`src/rtl/uart_boot_loader_if.sv`:
```
// BSRAM write-port bundle driven by the UART boot loader.
//
// Write handshake: mem_wre is a one-cycle strobe with no back-pressure.
// mem_ad and mem_din are valid in exactly the cycle mem_wre is high, and
// mem_ce always mirrors mem_wre. There is no ready; the memory must accept
// every strobe.
interface uart_boot_loader_if #(
    parameter int ADDR_W = 11,
    parameter int DATA_W = 16
) ();
    logic              mem_ce;
    logic              mem_wre;
    logic [ADDR_W-1:0] mem_ad;
    logic [DATA_W-1:0] mem_din;

    modport master (
        output mem_ce,
        output mem_wre,
        output mem_ad,
        output mem_din
    );

    modport slave (
        input mem_ce,
        input mem_wre,
        input mem_ad,
        input mem_din
    );
endinterface

```
`src/rtl/uart_boot_loader.sv`:
```
// uart_boot_loader: serial program loader.
// Receives a framed image on uart_rx (8N1, LSB first):
//   0xA5 | LEN_HI | LEN_LO | {W_HI W_LO} x LEN | [CSUM]
// and writes each 16-bit word into the program BSRAM from address 0 upward.
// boot_mode keeps the CPU off the memory port until the image is accepted.
// Optional feature macro: BOOT_CSUM_EN adds a trailing modulo-256 checksum
// byte (sum of LEN_HI, LEN_LO and all data bytes); without it the load
// finishes straight after the last word is written.
// Both FSM states are exported on rx_state_dbg / ld_state_dbg.
module uart_boot_loader #(
    parameter int CLK_HZ = 27_000_000,
    parameter int BAUD   = 115_200,
    parameter int ADDR_W = 11,
    parameter int DATA_W = 16
) (
    input  logic               clk,
    input  logic               rst_n,
    input  logic               uart_rx,
    uart_boot_loader_if.master mem,
    output logic               boot_mode,
    output logic               boot_done,
    output logic               boot_err,
    output logic [1:0]         rx_state_dbg,
    output logic [2:0]         ld_state_dbg
);

    // ------------------------------------------------------------------
    // Bit timing
    // ------------------------------------------------------------------
    localparam int          CLKS_PER_BIT = CLK_HZ / BAUD;
    localparam int          HALF_BIT     = CLKS_PER_BIT / 2;
    localparam logic [15:0] CNT_BIT_END  = 16'(CLKS_PER_BIT - 1);
    localparam logic [15:0] CNT_HALF_END = 16'(HALF_BIT - 1);

    // Receiver states
    localparam logic [1:0] RX_IDLE  = 2'd0;
    localparam logic [1:0] RX_START = 2'd1;
    localparam logic [1:0] RX_DATA  = 2'd2;
    localparam logic [1:0] RX_STOP  = 2'd3;

    // Loader states
    localparam logic [2:0] LD_SYNC    = 3'd0;
    localparam logic [2:0] LD_LEN_HI  = 3'd1;
    localparam logic [2:0] LD_LEN_LO  = 3'd2;
    localparam logic [2:0] LD_DATA_HI = 3'd3;
    localparam logic [2:0] LD_DATA_LO = 3'd4;
`ifdef BOOT_CSUM_EN
    localparam logic [2:0] LD_CSUM    = 3'd5;
`endif
    localparam logic [2:0] LD_DONE    = 3'd6;
    localparam logic [2:0] LD_ERR     = 3'd7;

    // Where the loader goes once the data section is complete (or empty)
`ifdef BOOT_CSUM_EN
    localparam logic [2:0] LD_AFTER_DATA = LD_CSUM;
`else
    localparam logic [2:0] LD_AFTER_DATA = LD_DONE;
`endif

    localparam logic [7:0]  SYNC_BYTE = 8'hA5;
    // Largest legal word count: exactly fills the memory
    localparam logic [16:0] LEN_MAX   = 17'd1 << ADDR_W;

    // ------------------------------------------------------------------
    // Receiver signals
    // ------------------------------------------------------------------
    logic        rx_s1;
    logic        rx_s2;
    logic        rx_prev;
    logic [1:0]  rx_state;
    logic [15:0] cnt_q;
    logic [2:0]  bit_idx;
    logic [7:0]  shreg;
    logic        byte_valid;
    logic        frame_err;
    logic [7:0]  rx_byte;

    // ------------------------------------------------------------------
    // Loader signals
    // ------------------------------------------------------------------
    logic [2:0]        ld_state;
    logic [15:0]       len_q;
    logic [15:0]       len_next;
    logic [7:0]        hi_q;
    logic [ADDR_W:0]   word_idx;
    logic              wre_q;
    logic [ADDR_W-1:0] ad_q;
    logic [DATA_W-1:0] din_q;

    // The shift register holds the last byte until the next frame's data
    // bits arrive, far later than the loader consumes it.
    assign rx_byte  = shreg;
    assign len_next = {len_q[15:8], rx_byte};

    // 2-FF synchroniser plus one delayed copy for falling-edge detection
    always_ff @(posedge clk) begin
        if (!rst_n) begin
            rx_s1   <= 1'b1;
            rx_s2   <= 1'b1;
            rx_prev <= 1'b1;
        end else begin
            rx_s1   <= uart_rx;
            rx_s2   <= rx_s1;
            rx_prev <= rx_s2;
        end
    end

    // Byte receiver: mid-start re-check rejects glitches, then 8 data bits
    // and a stop bit sampled one bit period apart
    always_ff @(posedge clk) begin
        if (!rst_n) begin
            rx_state   <= RX_IDLE;
            cnt_q      <= '0;
            bit_idx    <= '0;
            shreg      <= '0;
            byte_valid <= 1'b0;
            frame_err  <= 1'b0;
        end else begin
            byte_valid <= 1'b0;
            frame_err  <= 1'b0;
            case (rx_state)
                RX_IDLE: begin
                    if (rx_prev && !rx_s2) begin
                        rx_state <= RX_START;
                        cnt_q    <= '0;
                    end
                end
                RX_START: begin
                    if (cnt_q == CNT_HALF_END) begin
                        cnt_q    <= '0;
                        bit_idx  <= '0;
                        // Line back high at mid-start: treat as noise
                        rx_state <= rx_s2 ? RX_IDLE : RX_DATA;
                    end else begin
                        cnt_q <= cnt_q + 16'd1;
                    end
                end
                RX_DATA: begin
                    if (cnt_q == CNT_BIT_END) begin
                        cnt_q   <= '0;
                        shreg   <= {rx_s2, shreg[7:1]};
                        bit_idx <= bit_idx + 3'd1;
                        if (bit_idx == 3'd7) begin
                            rx_state <= RX_STOP;
                        end
                    end else begin
                        cnt_q <= cnt_q + 16'd1;
                    end
                end
                RX_STOP: begin
                    if (cnt_q == CNT_BIT_END) begin
                        cnt_q    <= '0;
                        rx_state <= RX_IDLE;
                        if (rx_s2) begin
                            byte_valid <= 1'b1;
                        end else begin
                            frame_err <= 1'b1;
                        end
                    end else begin
                        cnt_q <= cnt_q + 16'd1;
                    end
                end
                default: rx_state <= RX_IDLE;
            endcase
        end
    end

`ifdef BOOT_CSUM_EN
    logic [7:0] csum_q;

    // Running modulo-256 sum of the length and data bytes of the current frame
    always_ff @(posedge clk) begin
        if (!rst_n) begin
            csum_q <= '0;
        end else if (byte_valid) begin
            if (ld_state == LD_SYNC || ld_state == LD_ERR) begin
                if (rx_byte == SYNC_BYTE) begin
                    csum_q <= '0;
                end
            end else if (ld_state == LD_LEN_HI || ld_state == LD_LEN_LO ||
                         ld_state == LD_DATA_HI || ld_state == LD_DATA_LO) begin
                csum_q <= csum_q + rx_byte;
            end
        end
    end
`endif

    // Frame parser and BSRAM writer; DONE is terminal until reset, ERR hunts
    // for a new sync byte exactly like SYNC
    always_ff @(posedge clk) begin
        if (!rst_n) begin
            ld_state  <= LD_SYNC;
            len_q     <= '0;
            hi_q      <= '0;
            word_idx  <= '0;
            wre_q     <= 1'b0;
            ad_q      <= '0;
            din_q     <= '0;
            boot_mode <= 1'b1;
            boot_done <= 1'b0;
            boot_err  <= 1'b0;
        end else begin
            wre_q <= 1'b0;
            case (ld_state)
                LD_SYNC, LD_ERR: begin
                    // Frame errors and non-sync bytes are ignored while hunting
                    if (byte_valid && rx_byte == SYNC_BYTE) begin
                        ld_state <= LD_LEN_HI;
                        word_idx <= '0;
                        boot_err <= 1'b0;
                    end
                end
                LD_LEN_HI: begin
                    if (frame_err) begin
                        ld_state <= LD_ERR;
                        boot_err <= 1'b1;
                    end else if (byte_valid) begin
                        len_q[15:8] <= rx_byte;
                        ld_state    <= LD_LEN_LO;
                    end
                end
                LD_LEN_LO: begin
                    if (frame_err) begin
                        ld_state <= LD_ERR;
                        boot_err <= 1'b1;
                    end else if (byte_valid) begin
                        len_q[7:0] <= rx_byte;
                        if (len_next == 16'd0) begin
                            ld_state <= LD_AFTER_DATA;
                        end else if (17'(len_next) > LEN_MAX) begin
                            ld_state <= LD_ERR;
                            boot_err <= 1'b1;
                        end else begin
                            ld_state <= LD_DATA_HI;
                        end
                    end
                end
                LD_DATA_HI: begin
                    if (frame_err) begin
                        ld_state <= LD_ERR;
                        boot_err <= 1'b1;
                    end else if (byte_valid) begin
                        hi_q     <= rx_byte;
                        ld_state <= LD_DATA_LO;
                    end
                end
                LD_DATA_LO: begin
                    if (frame_err) begin
                        ld_state <= LD_ERR;
                        boot_err <= 1'b1;
                    end else if (byte_valid) begin
                        wre_q    <= 1'b1;
                        ad_q     <= word_idx[ADDR_W-1:0];
                        din_q    <= DATA_W'({hi_q, rx_byte});
                        word_idx <= word_idx + 1'b1;
                        // The index is one bit wider than the address so a
                        // full-memory image ends without wrapping
                        if (17'(word_idx) + 17'd1 == 17'(len_q)) begin
                            ld_state <= LD_AFTER_DATA;
                        end else begin
                            ld_state <= LD_DATA_HI;
                        end
                    end
                end
`ifdef BOOT_CSUM_EN
                LD_CSUM: begin
                    if (frame_err) begin
                        ld_state <= LD_ERR;
                        boot_err <= 1'b1;
                    end else if (byte_valid) begin
                        if (rx_byte == csum_q) begin
                            ld_state <= LD_DONE;
                        end else begin
                            ld_state <= LD_ERR;
                            boot_err <= 1'b1;
                        end
                    end
                end
`endif
                LD_DONE: begin
                    // Hand the memory port to the CPU; words already written stay
                    boot_done <= 1'b1;
                    boot_mode <= 1'b0;
                end
                default: ld_state <= LD_SYNC;
            endcase
        end
    end

    assign mem.mem_wre = wre_q;
    assign mem.mem_ce  = wre_q;
    assign mem.mem_ad  = ad_q;
    assign mem.mem_din = din_q;

    assign rx_state_dbg = rx_state;
    assign ld_state_dbg = ld_state;

endmodule

```
`src/flat_wrapper.sv`:
```
// flat-port wrapper written by rule: the top's interface ports become plain ports
module uart_boot_loader_flat 
#(
    parameter int CLK_HZ = 27_000_000,
    parameter int BAUD   = 115_200,
    parameter int ADDR_W = 11,
    parameter int DATA_W = 16
)
  (clk, rst_n, uart_rx, boot_mode, boot_done, boot_err, rx_state_dbg, ld_state_dbg, mem_mem_ce, mem_mem_wre, mem_mem_ad, mem_mem_din);
  uart_boot_loader_if #(.ADDR_W(ADDR_W), .DATA_W(DATA_W)) mem_i ();
  input  logic clk;
  input  logic rst_n;
  input  logic uart_rx;
  output logic boot_mode;
  output logic boot_done;
  output logic boot_err;
  output logic [1:0] rx_state_dbg;
  output logic [2:0] ld_state_dbg;
  output wire logic [$bits(mem_i.mem_ce)-1:0] mem_mem_ce;
  output wire logic [$bits(mem_i.mem_wre)-1:0] mem_mem_wre;
  output wire logic [$bits(mem_i.mem_ad)-1:0] mem_mem_ad;
  output wire logic [$bits(mem_i.mem_din)-1:0] mem_mem_din;
  assign mem_mem_ce = mem_i.mem_ce;
  assign mem_mem_wre = mem_i.mem_wre;
  assign mem_mem_ad = mem_i.mem_ad;
  assign mem_mem_din = mem_i.mem_din;
  uart_boot_loader #(.CLK_HZ(CLK_HZ), .BAUD(BAUD), .ADDR_W(ADDR_W), .DATA_W(DATA_W)) u_core (.clk(clk), .rst_n(rst_n), .uart_rx(uart_rx), .mem(mem_i), .boot_mode(boot_mode), .boot_done(boot_done), .boot_err(boot_err), .rx_state_dbg(rx_state_dbg), .ld_state_dbg(ld_state_dbg));
endmodule
```
`config.mk`:
```
export PLATFORM = sky130hd
export DESIGN_NAME = uart_boot_loader_flat
export DESIGN_NICKNAME = d
export VERILOG_FILES = /design/src/rtl/uart_boot_loader_if.sv /design/src/rtl/uart_boot_loader.sv /design/src/flat_wrapper.sv
export SDC_FILE = /design/constraint.sdc
export NUM_CORES = 1
export LEC_CHECK = 0
export ABC_AREA = 1
export CAP_MARGIN = 20
export CORE_ASPECT_RATIO = 0.9
export CORE_MARGIN = 4
export CORE_UTILIZATION = 50
export DETAILED_ROUTE_END_ITERATION = 8
export PLACE_DENSITY = 0.73
export SLEW_MARGIN = 10
export SYNTH_ARGS = -nofsm -noshare
export SYNTH_HDL_FRONTEND = slang
export SYNTH_SLANG_ARGS = --single-unit
```
`constraint.sdc`:
```
create_clock -name clk -period 1.7 [get_ports clk]
set_clock_uncertainty 0.05 [all_clocks]
set_input_delay 0.34 -clock clk [delete_from_list [all_inputs] [get_ports clk]]
set_output_delay 0.34 -clock clk [all_outputs]
set_load 0.02 [all_outputs]
```
=== After elaboration in Yosys (flattened, before gate mapping) ===
Index checks and enable logic that the tools add are counted.

* Output and inout port bits: 37
* Register bits after elaboration: 104
* Input port bits: 3

* Bitwise gates (word level): 4
* Add/subtract/negate cells: 4
* Multiplexer cells: 41
* Magnitude comparators: 1
* Reductions and logical operators: 24
* Eq/ne operators: 29

{| class="wikitable"
|+ Operators by type and width
! cell !! count
|-
| 16-bit two-way mux || 3
|-
| 16-bit one-hot mux with 3 select lines || 1
|-
| 3-bit two-way mux || 14
|-
| 12-bit two-way mux || 3
|-
| 12-bit one-hot mux with 2 select lines || 1
|-
| 3-bit one-hot mux with 6 select lines || 1
|-
| 3-bit AND reduction || 6
|-
| 17-bit by 16-bit equality test with 1-bit output || 1
|-
| 16-bit by 1-bit adder with 16-bit output, second input constant || 1
|-
| 16-bit by 7-bit equality test with 1-bit output, second input constant || 1
|-
| 16-bit by 8-bit equality test with 1-bit output, second input constant || 1
|-
| 16-bit by 12-bit greater-than comparator with 1-bit output, second input constant || 1
|-
| 16-bit logical NOT || 1
|-
| 2-bit by 1-bit inequality test with 1-bit output, second input constant || 8
|-
| 3-bit by 1-bit inequality test with 1-bit output, second input constant || 5
|-
| 12-bit by 1-bit adder with 13-bit output, second input constant || 1
|-
| 12-bit by 1-bit adder with 12-bit output, second input constant || 1
|-
| 3-bit equality test, second input constant || 4
|-
| 2-bit two-way mux || 6
|-
| 6-bit AND reduction || 2
|-
| 1-bit two-way mux || 9
|-
| 8-bit equality test, second input constant || 1
|-
| 2-bit one-hot mux with 4 select lines || 1
|-
| 3-bit by 2-bit equality test with 1-bit output, second input constant || 2
|-
| other kinds (20) || 28
|}

=== Longest topological paths before layout ===
Gate-level depths: netlist of the first run.

* Depth in word-level cells: 6
* Mapped depth: 17
* Gate-level depth less buffers: 17

=== Worst setup path before layout of the first run ===
OpenSTA, ideal clock, no wires.

* Path type: register to register
* Start point: register u_core.rx_state[0] (netlist: u_core.rx_state_dbg[0])
* End point: register u_core.cnt_q[14]
* Stages on the path, launching flop included: 14
* Path buffers: 0
* Arrival: 1.921 ns
* Slack: -0.344 ns
* Data required time: 1.577 ns
* Path through: dfxtp_1 inv_1 ha_1 nand2_2 inv_4 nor2_2 inv_1 nor2_1 inv_2 nor3b_2 nand2_1 o21bai_1 inv_1 nor3_2

* Longest elaborated chain between the ends: 3
* Elaborated cells between the ends (all ways): 7
* Those cells by class: eq/ne: 4; mux: 1; reduce/logical: 2

{| class="wikitable"
|+ Ends and longest elaborated chain
! element !! line !! text
|-
| start: declaration || uart_boot_loader.sv:70 || <nowiki>logic [1:0] rx_state;</nowiki>
|-
| start signal: assignment || uart_boot_loader.sv:133 || <nowiki>rx_state <= rx_s2 ? RX_IDLE : RX_DATA;</nowiki>
|-
| 2-bit equality test || uart_boot_loader.sv:121 || <nowiki>case (rx_state)</nowiki>
|-
| 2-bit OR reduction (no line) || -- ||
|-
| 16-bit one-hot mux with 3 select lines || uart_boot_loader.sv:121 ||
|-
| end signal: assignment || uart_boot_loader.sv:135 || <nowiki>cnt_q <= cnt_q + 16'd1;</nowiki>
|-
| end signal: assignment || uart_boot_loader.sv:147 || <nowiki>cnt_q <= cnt_q + 16'd1;</nowiki>
|-
| end signal: assignment || uart_boot_loader.sv:160 || <nowiki>cnt_q <= cnt_q + 16'd1;</nowiki>
|-
| end: declaration || uart_boot_loader.sv:71 || <nowiki>logic [15:0] cnt_q;</nowiki>
|}

Parallel ways exist; a longest one is shown, timed or not.
A chain may end at the register's enable or synchronous reset.

=== Worst setup path in the final report of the first run ===
* Start point: register u_core.cnt_q[0]
* End point: register u_core.cnt_q[10]

* Longest elaborated chain between the ends: 3
* Elaborated cells between the ends (all ways): 6
* Those cells by class: add/sub: 1; eq/ne: 2; mux: 3

{| class="wikitable"
|+ Ends and longest elaborated chain
! element !! line
|-
| 16-bit by 1-bit adder with 16-bit output, or another cell as far along || uart_boot_loader.sv:135, uart_boot_loader.sv:147, uart_boot_loader.sv:160
|-
| 16-bit two-way mux (on tied branches) || uart_boot_loader.sv:139, uart_boot_loader.sv:151, uart_boot_loader.sv:129
|-
| 16-bit one-hot mux with 3 select lines (*) || uart_boot_loader.sv:121
|}

Every way passes the cells marked *; elsewhere a longest branch is shown, timed or not.

==> out/qor.yml, run 1 <==
synth-edff-count: 0
dpl_cell_area_um2: 6010
antenna_left: 0
p_leak_nw: 2.86
ioPinCount: 40
power.density_nw_per_um2: 886
gp_congestion: 0.915
design_area_um2: 6850
rr_startpoint: "u_core.cnt_q[0]$_SDFFE_PN0P_"
core_um2: 9250
drv_cap: 0
multiInputGateArea_um2: 2810
clockBufferDepth: 2
fin_crit_sh: 1.15
final_cells: 908
r2r-end: "u_core.cnt_q[10]$_SDFFE_PN0P_"
rrSetupSlack_ps: -250
synth_cell_types: 42
place_inst: 877
grt_max_degree: 50
hold_buffers: 0
hold-path-cell-count: 1
drt_pass1_iterations: 5
syn-num-nets: 670
synth_area_per_cell_um2: 7.31
final_nets: 795
slew_violations: 0
layout_common_cells: "nand2_1 (98), dfxtp_1 (86), buf_4 (83)"
first_global_vias: 4496
h-tree-depth: 3
place.port_buffers: 39
dp_hpwl_mm: 9.09
die_h_um: 101
critPathRequiredTime_ps: 1930
grt_usage: 0.231
setup_tns_ps: -4090
num_rows: 33
outcome: "finished with violations"
via_per_inst: 5.48
min_to: "u_core.rx_s2$_SDFF_PN1_"
synth-seq-area-share: 0.434
synthCells: 656
drt_iter0_drc: 489
die_x_um: 111
wl_mm: 14.3
clk_latency_ps: 380
clkTransAtPathRegs_ps: 110
cp-start-kind: "flop"
yosys_warnings: 0
total_power_mw: 6.06
clock.fmax_mhz: 512
diodes: 0
final_common_cell: "nand2_1"
end_kind: "flop"
dieArea_um2: 11200
cp.arrival_ps: 2180
ys_seq_elements: 104
clkSinkCount: 104
wl_per_cell_um: 15.7
syn-cell-area_um2: 4800
cp_max_fo: 7
start_util: 0.519
drive_above_1_share: 0.324
min-delay-start: "u_core.rx_s1$_SDFF_PN1_"
period_needed_ps: 1950
grt_overflow: 0
via_count: 4972
num-fill-cells: 698
fin_ws_ps: -252
hold_class: "flop to flop"
worst-r2r-cell-count: 13
area_growth_pct: 42.8
numCtsBuffers: 9
synth-main-ff-cell: "dfxtp_1"
rsz0062_at_grt: "true"
grt_pass1_wl_mm: 21.4
finalCoreUtilization: 0.740
antenna_found_initial: 0
hold_viol: 0
seqCellArea_um2: 2120
setup_viol: 27
relSlewSlack: 0.725
worstMarginPinSlew_ps: 409
drc_errors: 0
ir_worst_vdd_uv: 710
path_class: "flop to flop"
cts_tree: "built"
violations: "setup timing"
synthArstFlopShare: 0
cts_root_buf: "clkbuf_8"
[logic make-up after synthesis]
kind of cell,count (synthesis),share of synthesized area
xor gates and xnor gates,5,0.0120
AOI/OAI and AO/OA,165,0.188
DFF,104,0.434
and+or+nand+nor,268,0.252
buffers and inverters,103,0.0848
adders and majority gates,11,0.0287
[sequential cells by signal (all words and copies together) (netlist names), 3 cells and up, named ones only]
name                 flops
u_core.rx_byte           8
u_core.cnt_q            16
u_core.bit_idx           3
u_core.hi_q              8
u_core.len_q            16
u_core.mem.mem_ad       11
u_core.mem.mem_din      16
u_core.word_idx         12
u_core.ld_state_dbg      3
[per-stage QoR]
stage               setup slack (ps)  hold WS (ps)
finish                          -252           374
detailed placement              -216           348
global route                    -319           400
global placement                -172           344
CTS                             -109           382
floorplan                      -13.3           343
[critical path: stages, from the launching register on]
cell and delay (ps):
dfxtp_4 390, buf_6 100, ha_4 120, nand3_1 70, nor4_1 220, nand2_1 120, nand2_1 70, nand2_1 60
inv_2 60, a21o_1 120, inv_2 60, o21ai_4 190, clkbuf_16 190, nor3_1 40
[cell type report]
class	count	area share
clock inverter	7	0.0139
sequential	104	0.310
multi-input combinational	450	0.411
inverter	79	0.0457
tap	122	0.0223
clock buffer	9	0.0181
timing repair buffer	137	0.179
[synthesized netlist by cell type, types with 6 or more instances]
master	n	area [um2]
clkbuf_1	15	56.3
nand2_1	112	420
inv_1	72	270
nor3_1	15	75.1
nand3_1	37	185
dfxtp_1	104	2080
ha_1	11	138
a211oi_1	15	113
nor4_1	6	37.5
a21oi_1	73	365
o21ai_0	64	320
nor2_1	71	267
[routing by layer]
| metal | wire (um) | global-route usage | up-vias |
|---|---|---|---|
| met5 | 0 | 0 | - |
| met3 | 915 | 0.0516 | 26 |
| li1 | - | - | 2431 |
| met4 | 266 | 0.0786 | 0 |
| met1 | 6310 | 0.308 | 2326 |
| met2 | 6790 | 0.371 | 189 |
[where the power goes]
part | switching (mW) | internal [mW]
combinational | 0.971 | 0.777
sequential | 0.110 | 2.52
clock | 0.959 | 0.725
total | 2.04 | 4.02
[what timing repair did]
item,in CTS,in global routing
pin swaps,11,19
gates resized for setup,77,104
cloned,0,3
buffers inserted,6,6
setup endpoints to repair,77,47
[how the worst max path moves through the flow]
| stage | endpoint | startpoint | cells after the start |
|---|---|---|---|
| floorplan | u_core.cnt_q[14]$_SDFFE_PN0P_ | u_core.cnt_q[0]$_SDFFE_PN0P_ | 13 |
| global placement | u_core.ld_state_dbg[2]$_SDFFE_PN0P_ | u_core.word_idx[2]$_SDFFE_PN0P_ | 14 |
| detailed placement | u_core.ld_state_dbg[2]$_SDFFE_PN0P_ | u_core.word_idx[2]$_SDFFE_PN0P_ | 14 |
| CTS | u_core.cnt_q[9]$_SDFFE_PN0P_ | u_core.cnt_q[1]$_SDFFE_PN0P_ | 13 |
| global route | u_core.ld_state_dbg[2]$_SDFFE_PN0P_ | u_core.word_idx[1]$_SDFFE_PN0P_ | 15 |
| finish | u_core.cnt_q[10]$_SDFFE_PN0P_ | u_core.cnt_q[0]$_SDFFE_PN0P_ | 13 |
(Power assumes the default switching activity.)
==> run 2: changes to the inputs <==
--- a/config.mk
+++ b/config.mk
@@ -7,11 +7,13 @@
 export LEC_CHECK = 0
 export ABC_AREA = 1
 export CAP_MARGIN = 20
+export CELL_PAD_IN_SITES_DETAIL_PLACEMENT = 1
+export CELL_PAD_IN_SITES_GLOBAL_PLACEMENT = 1
 export CORE_ASPECT_RATIO = 0.9
 export CORE_MARGIN = 4
-export CORE_UTILIZATION = 50
+export CORE_UTILIZATION = 35
 export DETAILED_ROUTE_END_ITERATION = 8
-export PLACE_DENSITY = 0.73
+export PLACE_DENSITY_LB_ADDON = 0.1
 export SLEW_MARGIN = 10
 export SYNTH_ARGS = -nofsm -noshare
 export SYNTH_HDL_FRONTEND = slang
==> out/qor.yml, run 2 (synthesis results as in run 1) <==
grt_usage: 0.208
drv_cap: 0
fin_crit_sh: 1.14
drt_iter0_drc: 233
gp_congestion: 0.826
wl_per_cell_um: 17.0
r2r-end: "u_core.cnt_q[9]$_SDFFE_PN0P_"
core_um2: 13400
setup_viol: 26
ir_worst_vdd_uv: 512
end_kind: "flop"
grt_pass1_wl_mm: 26.4
worstMarginPinSlew_ps: 396
area_growth_pct: 49.4
cp.arrival_ps: 2130
grt_max_degree: 55
die_h_um: 119
crit_buf_inv: 4
rr_startpoint: "u_core.cnt_q[1]$_SDFFE_PN0P_"
clock.fmax_mhz: 517
via_per_inst: 5.14
drt_pass1_iterations: 4
h-tree-depth: 3
cp_top_family: "simple AND/OR/NAND/NOR gates"
antenna_left: 0
final_nets: 822
first_global_vias: 5346
slew_violations: 0
dieArea_um2: 15600
cp_max_fo: 14
start_util: 0.359
hold_viol: 0
slowest_delay_ps: 360
place_inst: 946
dpl_cell_area_um2: 6230
numCtsBuffers: 9
cts_tree: "built"
layout_common_cells: "buf_4 (112), nand2_1 (100), dfxtp_1 (91)"
setup_tns_ps: -4490
cts_root_buf: "clkbuf_16"
rrSetupSlack_ps: -240
crit_path_top_delay_cell: "dfxtp_4"
clk_latency_ps: 370
final_cells: 981
via_count: 5045
clkTransAtPathRegs_ps: 70
min_to: "u_core.cnt_q[0]$_SDFFE_PN0P_"
wl_mm: 16.7
relSlewSlack: 0.736
ioPinCount: 40
hold_class: "input port to flop"
cp-start-kind: "flop"
num-fill-cells: 1614
hold-path-cell-count: 3
grt_overflow: 0
dp_hpwl_mm: 11.2
violations: "setup timing"
cp_cell_sequence: "inv_4 -> ha_4 -> nand3_2 -> nor4_4 -> nand2_2 -> nand2_1 -> nand2_1 -> inv_2 -> a21o_1 -> inv_2 -> o21ai_4 -> buf_12 -> nor3_1"
final_common_cell: "buf_4"
clkSinkCount: 104
clockBufferDepth: 2
fin_ws_ps: -235
diodes: 0
min-delay-start: "rst_n"
drc_errors: 0
design_area_um2: 7160
period_needed_ps: 1940
drive_above_1_share: 0.330
critPathRequiredTime_ps: 1900
rsz0062_at_grt: "true"
place.port_buffers: 39
worst-r2r-cell-count: 13
path_class: "flop to flop"
die_x_um: 131
power.density_nw_per_um2: 955
antenna_found_initial: 0
finalCoreUtilization: 0.536
outcome: "finished with violations"
p_leak_nw: 3.13
num_rows: 40
hold_slack_ps: 247
run 2: cell types whose count changed in the layout (fill, tap and decap cells not counted), moves of 4 or more:
cell | before | now
buf_4 | 83 | 112
clkbuf_8 | 9 | 0
dlygate4sd2_1 | 37 | 28
dlymetal6s2s_1 | 0 | 9
clkbuf_16 | 2 | 9
dfxtp_1 | 86 | 91
dfxtp_2 | 10 | 5
inv_2 | 13 | 9
inv_4 | 4 | 8
nor2_2 | 17 | 13
nor3_1 | 5 | 9
nor3_2 | 10 | 6
run 2: area by class of cell:
type	count	area (um2)	share of cell area
clock buffers	10	229	0.0320
multi-input cells	450	2810	0.392
clock inverters	6	47.5	0.00664
flip-flops and latches	104	2120	0.296
inverters	79	319	0.0445
repair buffers	164	1430	0.199
well taps	168	210	0.0293
run 2: worst min-delay path: cells and delay by family:
kind	cells	cell delay, ps
buffers and inverters	1	150
AOI/OAI and AO/OA	2	120
run 2: per-layer routing:
layer / global-route usage / wire, um
met1: 0.236 / 7130
met5: 0 / 0
met2: 0.387 / 8730
met3: 0.0384 / 380
met4: 0.0787 / 420
run 2: metrics by stage:
stage	power, mW	worst slack [ps]
final	6.84	-235
after global routing	7.17	-373
after CTS	6.62	-161
after detailed placement	4.21	-284
after global placement	4.16	-132
after floorplan	3.45	-13.3
run 2: power breakdown:
group	total, mW	switching (mW)	internal, mW
Clock	2.04	1.03	1.02
Sequential	2.61	0.0940	2.52
Combinational	2.18	1.17	1.01
run 2: repair_timing:
| item | CTS | global route |
|---|---|---|
| setup buffers | 9 | 8 |
| endpoints found under the setup margin | 73 | 92 |
| gates cloned | 2 | 1 |
| pin swaps | 13 | 22 |
| hold buffers | 0 | 0 |
| gates resized for setup | 90 | 87 |
run 2: worst max-delay path by stage:
stage / from / to / slack, ps / cells after the start
finish: u_core.cnt_q[1]$_SDFFE_PN0P_ / u_core.cnt_q[9]$_SDFFE_PN0P_ / -240 / 13
global route: u_core.word_idx[1]$_SDFFE_PN0P_ / u_core.ld_state_dbg[2]$_SDFFE_PN0P_ / -370 / 15
CTS: u_core.cnt_q[15]$_SDFFE_PN0P_ / u_core.cnt_q[9]$_SDFFE_PN0P_ / -160 / 13
detailed placement: u_core.cnt_q[1]$_SDFFE_PN0P_ / flop / -280 / 13
global placement: u_core.cnt_q[0]$_SDFFE_PN0P_ / u_core.cnt_q[12]$_SDFFE_PN0P_ / -130 / 9
floorplan: u_core.cnt_q[0]$_SDFFE_PN0P_ / u_core.cnt_q[14]$_SDFFE_PN0P_ / -10 / 13
